$ cat src/rtl/irq_pkg.sv
// Shared constants and types for the board interrupt controller.
// Source indices name the fixed peripheral lines; the rest are spares.
package irq_pkg;

   localparam int IRQ_NUM_SRC = 16;

   localparam int IRQ_CAN_A_U = 0;
   localparam int IRQ_CAN_A_S = 1;
   localparam int IRQ_CAN_B_U = 2;
   localparam int IRQ_CAN_B_S = 3;
   localparam int IRQ_BUS1553 = 4;
   localparam int IRQ_LVDS    = 5;  // reserved for the future LVDS link

   typedef logic [IRQ_NUM_SRC-1:0] irq_vec_t;

endpackage

$ cat src/rtl/irq_ctrl_if.sv
// ARM-side bus of the interrupt controller: configuration, W1C clear and status.
// master = ARM/register side, slave = irq_ctrl.
interface irq_ctrl_if import irq_pkg::*; #(
   parameter int NUM_SRC = IRQ_NUM_SRC,
   parameter int ID_W    = $clog2(NUM_SRC)
);
   logic [NUM_SRC-1:0] cfg_edge;
   logic [NUM_SRC-1:0] cfg_mask;
   logic               clr_valid;
   logic [NUM_SRC-1:0] clr_bits;
   logic [NUM_SRC-1:0] pending_o;
   logic [NUM_SRC-1:0] overrun_o;
   logic [NUM_SRC-1:0] ARM_Interrupt;
   logic               irq_o;
   logic [ID_W-1:0]    irq_id_o;

   modport master (
      output cfg_edge, cfg_mask, clr_valid, clr_bits,
      input  pending_o, overrun_o, ARM_Interrupt, irq_o, irq_id_o
   );

   modport slave (
      input  cfg_edge, cfg_mask, clr_valid, clr_bits,
      output pending_o, overrun_o, ARM_Interrupt, irq_o, irq_id_o
   );
endinterface

$ cat src/rtl/irq_sync_edge.sv
// One source: SYNC_STAGES-flop synchroniser plus edge-history flop.
// s_o is the synchronised level, rise_o is high for one cycle after each rising edge.
module irq_sync_edge #(
   parameter int SYNC_STAGES = 2
) (
   input  logic clk,
   input  logic rst,
   input  logic src_i,
   output logic s_o,
   output logic rise_o
);
   logic [SYNC_STAGES-1:0] sync_q;
   logic [SYNC_STAGES-1:0] sync_d;
   logic                   hist_q;

   assign sync_d = {sync_q[SYNC_STAGES-2:0], src_i};

   always_ff @(posedge clk) begin
      if (rst) begin
         sync_q <= '0;
         hist_q <= 1'b0;
      end else begin
         sync_q <= sync_d;
         hist_q <= sync_q[SYNC_STAGES-1];
      end
   end

   // History resets low, so a line held high across reset yields one edge.
   assign s_o    = sync_q[SYNC_STAGES-1];
   assign rise_o = sync_q[SYNC_STAGES-1] & ~hist_q;
endmodule

$ cat src/rtl/irq_ctrl.sv
// Interrupt controller: sticky pending per source, W1C clear, overrun flags,
// masked ARM vector, aggregated irq_o and lowest-index priority ID.
module irq_ctrl import irq_pkg::*; #(
   parameter int NUM_SRC     = IRQ_NUM_SRC,
   parameter int SYNC_STAGES = 2,
   parameter int ID_W        = $clog2(NUM_SRC)
) (
   input  logic               clk,
   input  logic               rst,
   input  logic [NUM_SRC-1:0] src_irq,
   irq_ctrl_if.slave          bus
);
   logic [NUM_SRC-1:0] s_w;
   logic [NUM_SRC-1:0] rise_w;
   logic [NUM_SRC-1:0] ev_w;
   logic [NUM_SRC-1:0] clr_w;
   logic [NUM_SRC-1:0] pending_q, pending_d;
   logic [NUM_SRC-1:0] overrun_q, overrun_d;
   logic [NUM_SRC-1:0] arm_w;
   logic [ID_W-1:0]    id_w;

   for (genvar g = 0; g < NUM_SRC; g++) begin : g_src
      irq_sync_edge #(
         .SYNC_STAGES (SYNC_STAGES)
      ) u_sync (
         .clk    (clk),
         .rst    (rst),
         .src_i  (src_irq[g]),
         .s_o    (s_w[g]),
         .rise_o (rise_w[g])
      );
   end

   assign ev_w  = (bus.cfg_edge & rise_w) | (~bus.cfg_edge & s_w);
   assign clr_w = {NUM_SRC{bus.clr_valid}} & bus.clr_bits;

   // A new event beats a simultaneous clear; overrun only counts edge-mode events.
   assign pending_d = ev_w | (pending_q & ~clr_w);
   assign overrun_d = (ev_w & bus.cfg_edge & pending_q & ~clr_w) | (overrun_q & ~clr_w);

   always_ff @(posedge clk) begin
      if (rst) begin
         pending_q <= '0;
         overrun_q <= '0;
      end else begin
         pending_q <= pending_d;
         overrun_q <= overrun_d;
      end
   end

   assign arm_w = pending_q & bus.cfg_mask;

   // Scan downwards so the lowest set index is the last one written.
   always_comb begin
      id_w = '0;
      for (int i = NUM_SRC - 1; i >= 0; i--) begin
         if (arm_w[i]) id_w = ID_W'(i);
      end
   end

   assign bus.pending_o     = pending_q;
   assign bus.overrun_o     = overrun_q;
   assign bus.ARM_Interrupt = arm_w;
   assign bus.irq_o         = |arm_w;
   assign bus.irq_id_o      = id_w;
endmodule

$ cat src/flat_wrapper.sv
// flat-port wrapper written by rule: the top's interface ports become plain ports
module irq_ctrl_flat import irq_pkg::*;
#(
   parameter int NUM_SRC     = IRQ_NUM_SRC,
   parameter int SYNC_STAGES = 2,
   parameter int ID_W        = $clog2(NUM_SRC)
)
  (clk, rst, src_irq, bus_cfg_edge, bus_cfg_mask, bus_clr_valid, bus_clr_bits, bus_pending_o, bus_overrun_o, bus_ARM_Interrupt, bus_irq_o, bus_irq_id_o);
  irq_ctrl_if #(.NUM_SRC(NUM_SRC), .ID_W(ID_W)) bus_i ();
  input  logic clk;
  input  logic rst;
  input  logic [NUM_SRC-1:0] src_irq;
  input wire logic [$bits(bus_i.cfg_edge)-1:0] bus_cfg_edge;
  input wire logic [$bits(bus_i.cfg_mask)-1:0] bus_cfg_mask;
  input wire logic [$bits(bus_i.clr_valid)-1:0] bus_clr_valid;
  input wire logic [$bits(bus_i.clr_bits)-1:0] bus_clr_bits;
  output wire logic [$bits(bus_i.pending_o)-1:0] bus_pending_o;
  output wire logic [$bits(bus_i.overrun_o)-1:0] bus_overrun_o;
  output wire logic [$bits(bus_i.ARM_Interrupt)-1:0] bus_ARM_Interrupt;
  output wire logic [$bits(bus_i.irq_o)-1:0] bus_irq_o;
  output wire logic [$bits(bus_i.irq_id_o)-1:0] bus_irq_id_o;
  assign bus_i.cfg_edge = bus_cfg_edge;
  assign bus_i.cfg_mask = bus_cfg_mask;
  assign bus_i.clr_valid = bus_clr_valid;
  assign bus_i.clr_bits = bus_clr_bits;
  assign bus_pending_o = bus_i.pending_o;
  assign bus_overrun_o = bus_i.overrun_o;
  assign bus_ARM_Interrupt = bus_i.ARM_Interrupt;
  assign bus_irq_o = bus_i.irq_o;
  assign bus_irq_id_o = bus_i.irq_id_o;
  irq_ctrl #(.NUM_SRC(NUM_SRC), .SYNC_STAGES(SYNC_STAGES), .ID_W(ID_W)) u_core (.clk(clk), .rst(rst), .src_irq(src_irq), .bus(bus_i));
endmodule
$ cat config.mk
export PLATFORM = sky130hd
export DESIGN_NAME = irq_ctrl_flat
export DESIGN_NICKNAME = d
export VERILOG_FILES = /design/src/rtl/irq_pkg.sv /design/src/rtl/irq_ctrl_if.sv /design/src/rtl/irq_sync_edge.sv /design/src/rtl/irq_ctrl.sv /design/src/flat_wrapper.sv
export SDC_FILE = /design/constraint.sdc
export NUM_CORES = 1
export LEC_CHECK = 0
export ABC_AREA = 1
export CELL_PAD_IN_SITES_DETAIL_PLACEMENT = 1
export CELL_PAD_IN_SITES_GLOBAL_PLACEMENT = 2
export CORE_MARGIN = 2
export CORE_UTILIZATION = 22
export DETAILED_ROUTE_END_ITERATION = 8
export PLACE_DENSITY_LB_ADDON = 0.1
export SYNTH_ARGS = -nofsm -noshare
export SYNTH_HDL_FRONTEND = slang
export SYNTH_SLANG_ARGS = --single-unit
$ cat constraint.sdc
create_clock -name clk -period 1.4 [get_ports clk]
set_input_delay 0.14 -clock clk [delete_from_list [all_inputs] [get_ports clk]]
set_output_delay 0.14 -clock clk [all_outputs]
set_load 0.005 [all_outputs]
; ---- Yosys cells after proc, flatten, opt, wreduce, memory -nomap -nowiden
; Cells that the tools add are included.
[op_classes]
reduce_logical = 1
bitwise_logic = 46
n_mux = 16
[op_table]
columns = operator, n
row1 = 16-bit AND, 9
row2 = 4-bit two-way mux, 16
row3 = 16-bit OR, 3
row4 = 16-bit inverter, 2
row5 = 1-bit AND, 16
row6 = 1-bit inverter, 16
row7 = 16-bit OR reduction, 1
[word_totals]
input_bits = 67
output_inout_bits = 53
ff_bits = 80

; ---- Longest topological paths before layout
; Gate-level depths: netlist (run 1).
[logic_depth]
word_depth = 17
ltp_mapped = 16

; ---- By module
; Synthesis (run 1) repeated with hierarchy kept, for this count alone.
[unflattened]
hier_cells = 409
area_unflattened_um2 = 3012.9
[by_module_without_submodules]
columns = mod, cells_per_inst, area_each_um2, n_inst, seq_area_each_um2
row1 = irq_ctrl, 249, 1631.6, 1, 640.6
row2 = irq_sync_edge, 10, 86.3, 16, 60.1

; ---- Least setup slack after synthesis (run 1)
; Ideal clock, no wire load.
[synth_timing]
path_type = register to output
start = reg u_core.pending_q[15] (netlist: u_core.bus.pending_o[15])
end = out bus_irq_id_o[0]
path_stages_with_launch = 17
arrival_time_ns = 1.176
path_slack_ns = 0.084
required_ns = 1.260
cell_sequence = dfxtp_1 nand2_1 inv_2 nand2_2 nand2_1 nand2_1 nand2_1 nand2_1 nand2_1 nand2_1 nand2_1 nand2_1 nand2_1 nand2_1 nand2_1 nand2_1 a21oi_2
[synth_between]
elab_chain_len = 17
[synth_rtl]
columns = item, line_no
row1 = start: declaration, irq_ctrl.sv:17  ; logic [NUM_SRC-1:0] pending_q, pending_d;
row2 = start signal: assignment, irq_ctrl.sv:46  ; pending_q <= pending_d;
row3 = 16-bit AND, irq_ctrl.sv:51  ; assign arm_w = pending_q & bus.cfg_mask;
row4 = via bus_ARM_Interrupt[15], flat_wrapper.sv:19  ; output wire logic [$bits(bus_i.ARM_Interrupt)-1:0] bus_ARM_Interrupt;
row5 = 4-bit two-way mux (16 in series), irq_ctrl.sv:57  ; if (arm_w[i]) id_w = ID_W'(i);
row6 = end: declaration, flat_wrapper.sv:21  ; output wire logic [$bits(bus_i.irq_id_o)-1:0] bus_irq_id_o;
; The timed path passes the listed nets, and every way through them passes these cells.

; ---- Final worst setup path (run 1)
[layout_timing]
start = reg u_core.pending_q[15] (netlist: u_core.bus.pending_o[15])
end = out bus_irq_o
[layout_between]
elab_chain_len = 2
[layout_rtl]
columns = item, line_no
row1 = 16-bit AND, irq_ctrl.sv:51
row2 = 16-bit OR reduction, irq_ctrl.sv:64  ; assign bus.irq_o = |arm_w;
row3 = end: declaration, flat_wrapper.sv:20  ; output wire logic [$bits(bus_i.irq_o)-1:0] bus_irq_o;
; No other way between the ends.

==> results of run 1 <==
## power breakdown
part           leakage [uW]  switching (uW)  internal, uW  total, uW
clock network      0.000150             872          1470       2350
logic               0.00160             265           384        650
registers          0.000662            40.9          2360       2400
total               0.00242            1180          4210       5390
## final timing paths
| kind | endpoint | slack [ns] | cells past startpoint |
|---|---|---|---|
| setup / recovery | bus_irq_o | -0.47 | 10 |
| setup reg to reg | u_core.bus.overrun_o[0] | 0.51 | 5 |
| hold reg to reg | u_core.g_src[6].u_sync.sync_q[1] | 0.40 | 2 |
| hold / removal | u_core.g_src[6].u_sync.sync_q[1] | 0.23 | 2 |
## per-stage QoR
stage / util, % / cells
3_5_place_dp: 36.3 / 719
3_3_place_gp: 36.3 / 719
2_1_floorplan: - / 399
4_1_cts: 38.9 / 738
5_1_grt: 39.2 / 740
6_report: 39.2 / 740
## sequential cells by signal, indices dropped and copies added (netlist names)
signal / count
u_core.bus.overrun_o: 16
u_core.bus.pending_o: 16
u_core.g_src.u_sync.hist_q: 16
u_core.g_src.u_sync.sync_q: 32
## layer usage
layer / track usage, % / routed length (um) / vias to the layer above
li1: - / - / 1510
met1: 18.4 / 4480 / 1205
met2: 18.2 / 3560 / 79
met3: 3.76 / 524 / 10
met4: 5.13 / 147 / 0
met5: 0 / 0 / -
## worst max-delay path, stage by stage (launching register included)
cell and delay (ns):
dfxtp_4 0.36, nand2_4 0.08, inv_4 0.03, buf_4 0.12
buf_6 0.10, nor3_2 0.16, inv_1 0.09, nor3_2 0.14
buf_4 0.14, nand3_2 0.05, buf_2 0.13
## layout make-up
cell class	instances	area [um2]	area share, %
clock buffers	13	260	5.22
clock inverters	3	40.0	0.802
inverters	67	254	5.09
multi-input cells	241	1060	21.2
flip-flops and latches	80	1630	32.6
well taps	172	215	4.31
repair buffers	164	1530	30.7
## placed cells by master, fill, tap and decap left out, drive strengths merged, types with 2 or more instances in the layout
master / count
inv: 67
buf: 50
clkbuf: 14
clkinv: 2
dlymetal6s2s: 2
nor3: 2
a21oi: 35
dfxtp: 80
nand2: 132
clkdlybuf4s50: 79
nor2: 66
clkdlybuf4s15: 2
dlygate4sd2: 30
## cell families after synthesis
kind of cell	Yosys count	share of synthesized area, %
AO/OA/AOI/OAI	38	6.88
flip-flops	80	55.4
AND/OR/NAND/NOR	203	27.5
buffers and inverters	78	10.2
## what timing repair did
| action | CTS | global route |
|---|---|---|
| setup buffers | 3 | 2 |
| gates resized for setup | 82 | 10 |
| endpoints found under the hold margin | 0 | 0 |
| endpoints found under the setup margin | 37 | 8 |
| cloned | 0 | 0 |
| pin swaps | 3 | 7 |
==> qor.yml, run 1 <==
worst_slack_ns: -0.470
synth_edf_count: 0
async_reset_ff_share_pct: 0
grt_pass1_wl_um: 14200
diodes: 0
routed-via-count: 2804
drc_errors: 0
holdCritStartpoint: "rst"
synth_common_cells: "nand2_1 (126), dfxtp_1 (80), nor2_1 (66)"
grt_overflow_total: 0
worstSetupStartpointType: "register"
violations: "negative setup slack"
die_x_um: 119
hold_class: "in2reg"
yosysMostFrequentCell: "nand2_1"
synth_nets: 466
ys_seq_area_share_pct: 55.4
grt_start_max_net_pins: 19
yosys-top-cells-area: "dfxtp_1 (55%), nand2_1 (16%), nor2_1 (8.6%)"
yosysTopAreaCell: "dfxtp_1"
tightest_slew_ns: 0.427
arrival_ns: 1.73
ir_drop_uv: 412
min_period_ns: 1.87
drive_above_1_share_pct: 18.1
place_hpwl_um: 6960
path_clk_slew_ns: 0.06
power_density_nw_per_um2: 1080
yosysTopAreaCellShare_pct: 55.4
die_h_um: 119
cts-root-buf: "clkbuf_16"
viasPerCell: 3.79
syn_avg_cell_area_um2: 7.24
timing.final.crit_share_pct: 134
cp-startpoint: "u_core.bus.pending_o[15]"
cts_tree: "yes"
yosys.cell_types.count: 18
slew_viol_final: 0
area_growth_pct: 72.6
clk_latency_ns: 0.33
status: "complete, but fails checks"
rsz0062_at_grt: "yes"
ys_ff_latch: 80
leakage_uw: 0.00242
fillerInstances: 1584
critPathMaxFanout: 2
cts_inserted_buffers: 9
dr.pass1.iters: 4
grt_pass1_vias: 2716
cts.sinks: 80
row_count: 41
ant_nets: 0
ioPinCount: 120
whs_ns: 0.225
final_design_area_no_fill_um2: 4990
slew_headroom_pct: 71.5
r2r-start: "u_core.bus.pending_o[0]"
pre_cts_slack_ns: -0.831
cts-hold-fix-buffers: 0
die_area_um2: 14100
wl_per_cell_um: 11.8
synthCells: 399
path_class: "reg2out"
final-hold-violation-count: 0
cp-end-kind: "output pin"
track_usage_pct: 12.9
power.total_uw: 5390
antenna_found_initial: 0
drtIter0Drc: 50
core-area_um2: 12700
finalClockSkew_ns: 0.00530
io_buffer_count: 119
final_nets: 630
post_dp_cell_area_um2: 4610
routabilityCongestion: 0.758
wl_um: 8710
synth_area_um2: 2890
initial_core_util_pct: 22.7
setup_viol: 5
tns_ns: -2.12
ys.flop_type: "dfxtp_1"
ys_warn_count: 0
cts_buffer_depth: 2
timing.fmax_mhz: 535
required_ns: 1.26
drv_cap: 0
ctsHtreeMaxLevel: 3
No activity file was read; power rests on OpenSTA's default activity.
==> run 2, diff against run 1 <==
- GPL_TIMING_DRIVEN: not set -> 1
==> results of run 2 <==
The final DEF is identical to that of run 1; final timing and power are the same.
==> run 3, diff against run 2 <==
- GPL_ROUTABILITY_DRIVEN: not set -> 0
==> results of run 3 <==
The final DEF is identical to that of run 1; final timing and power are the same.
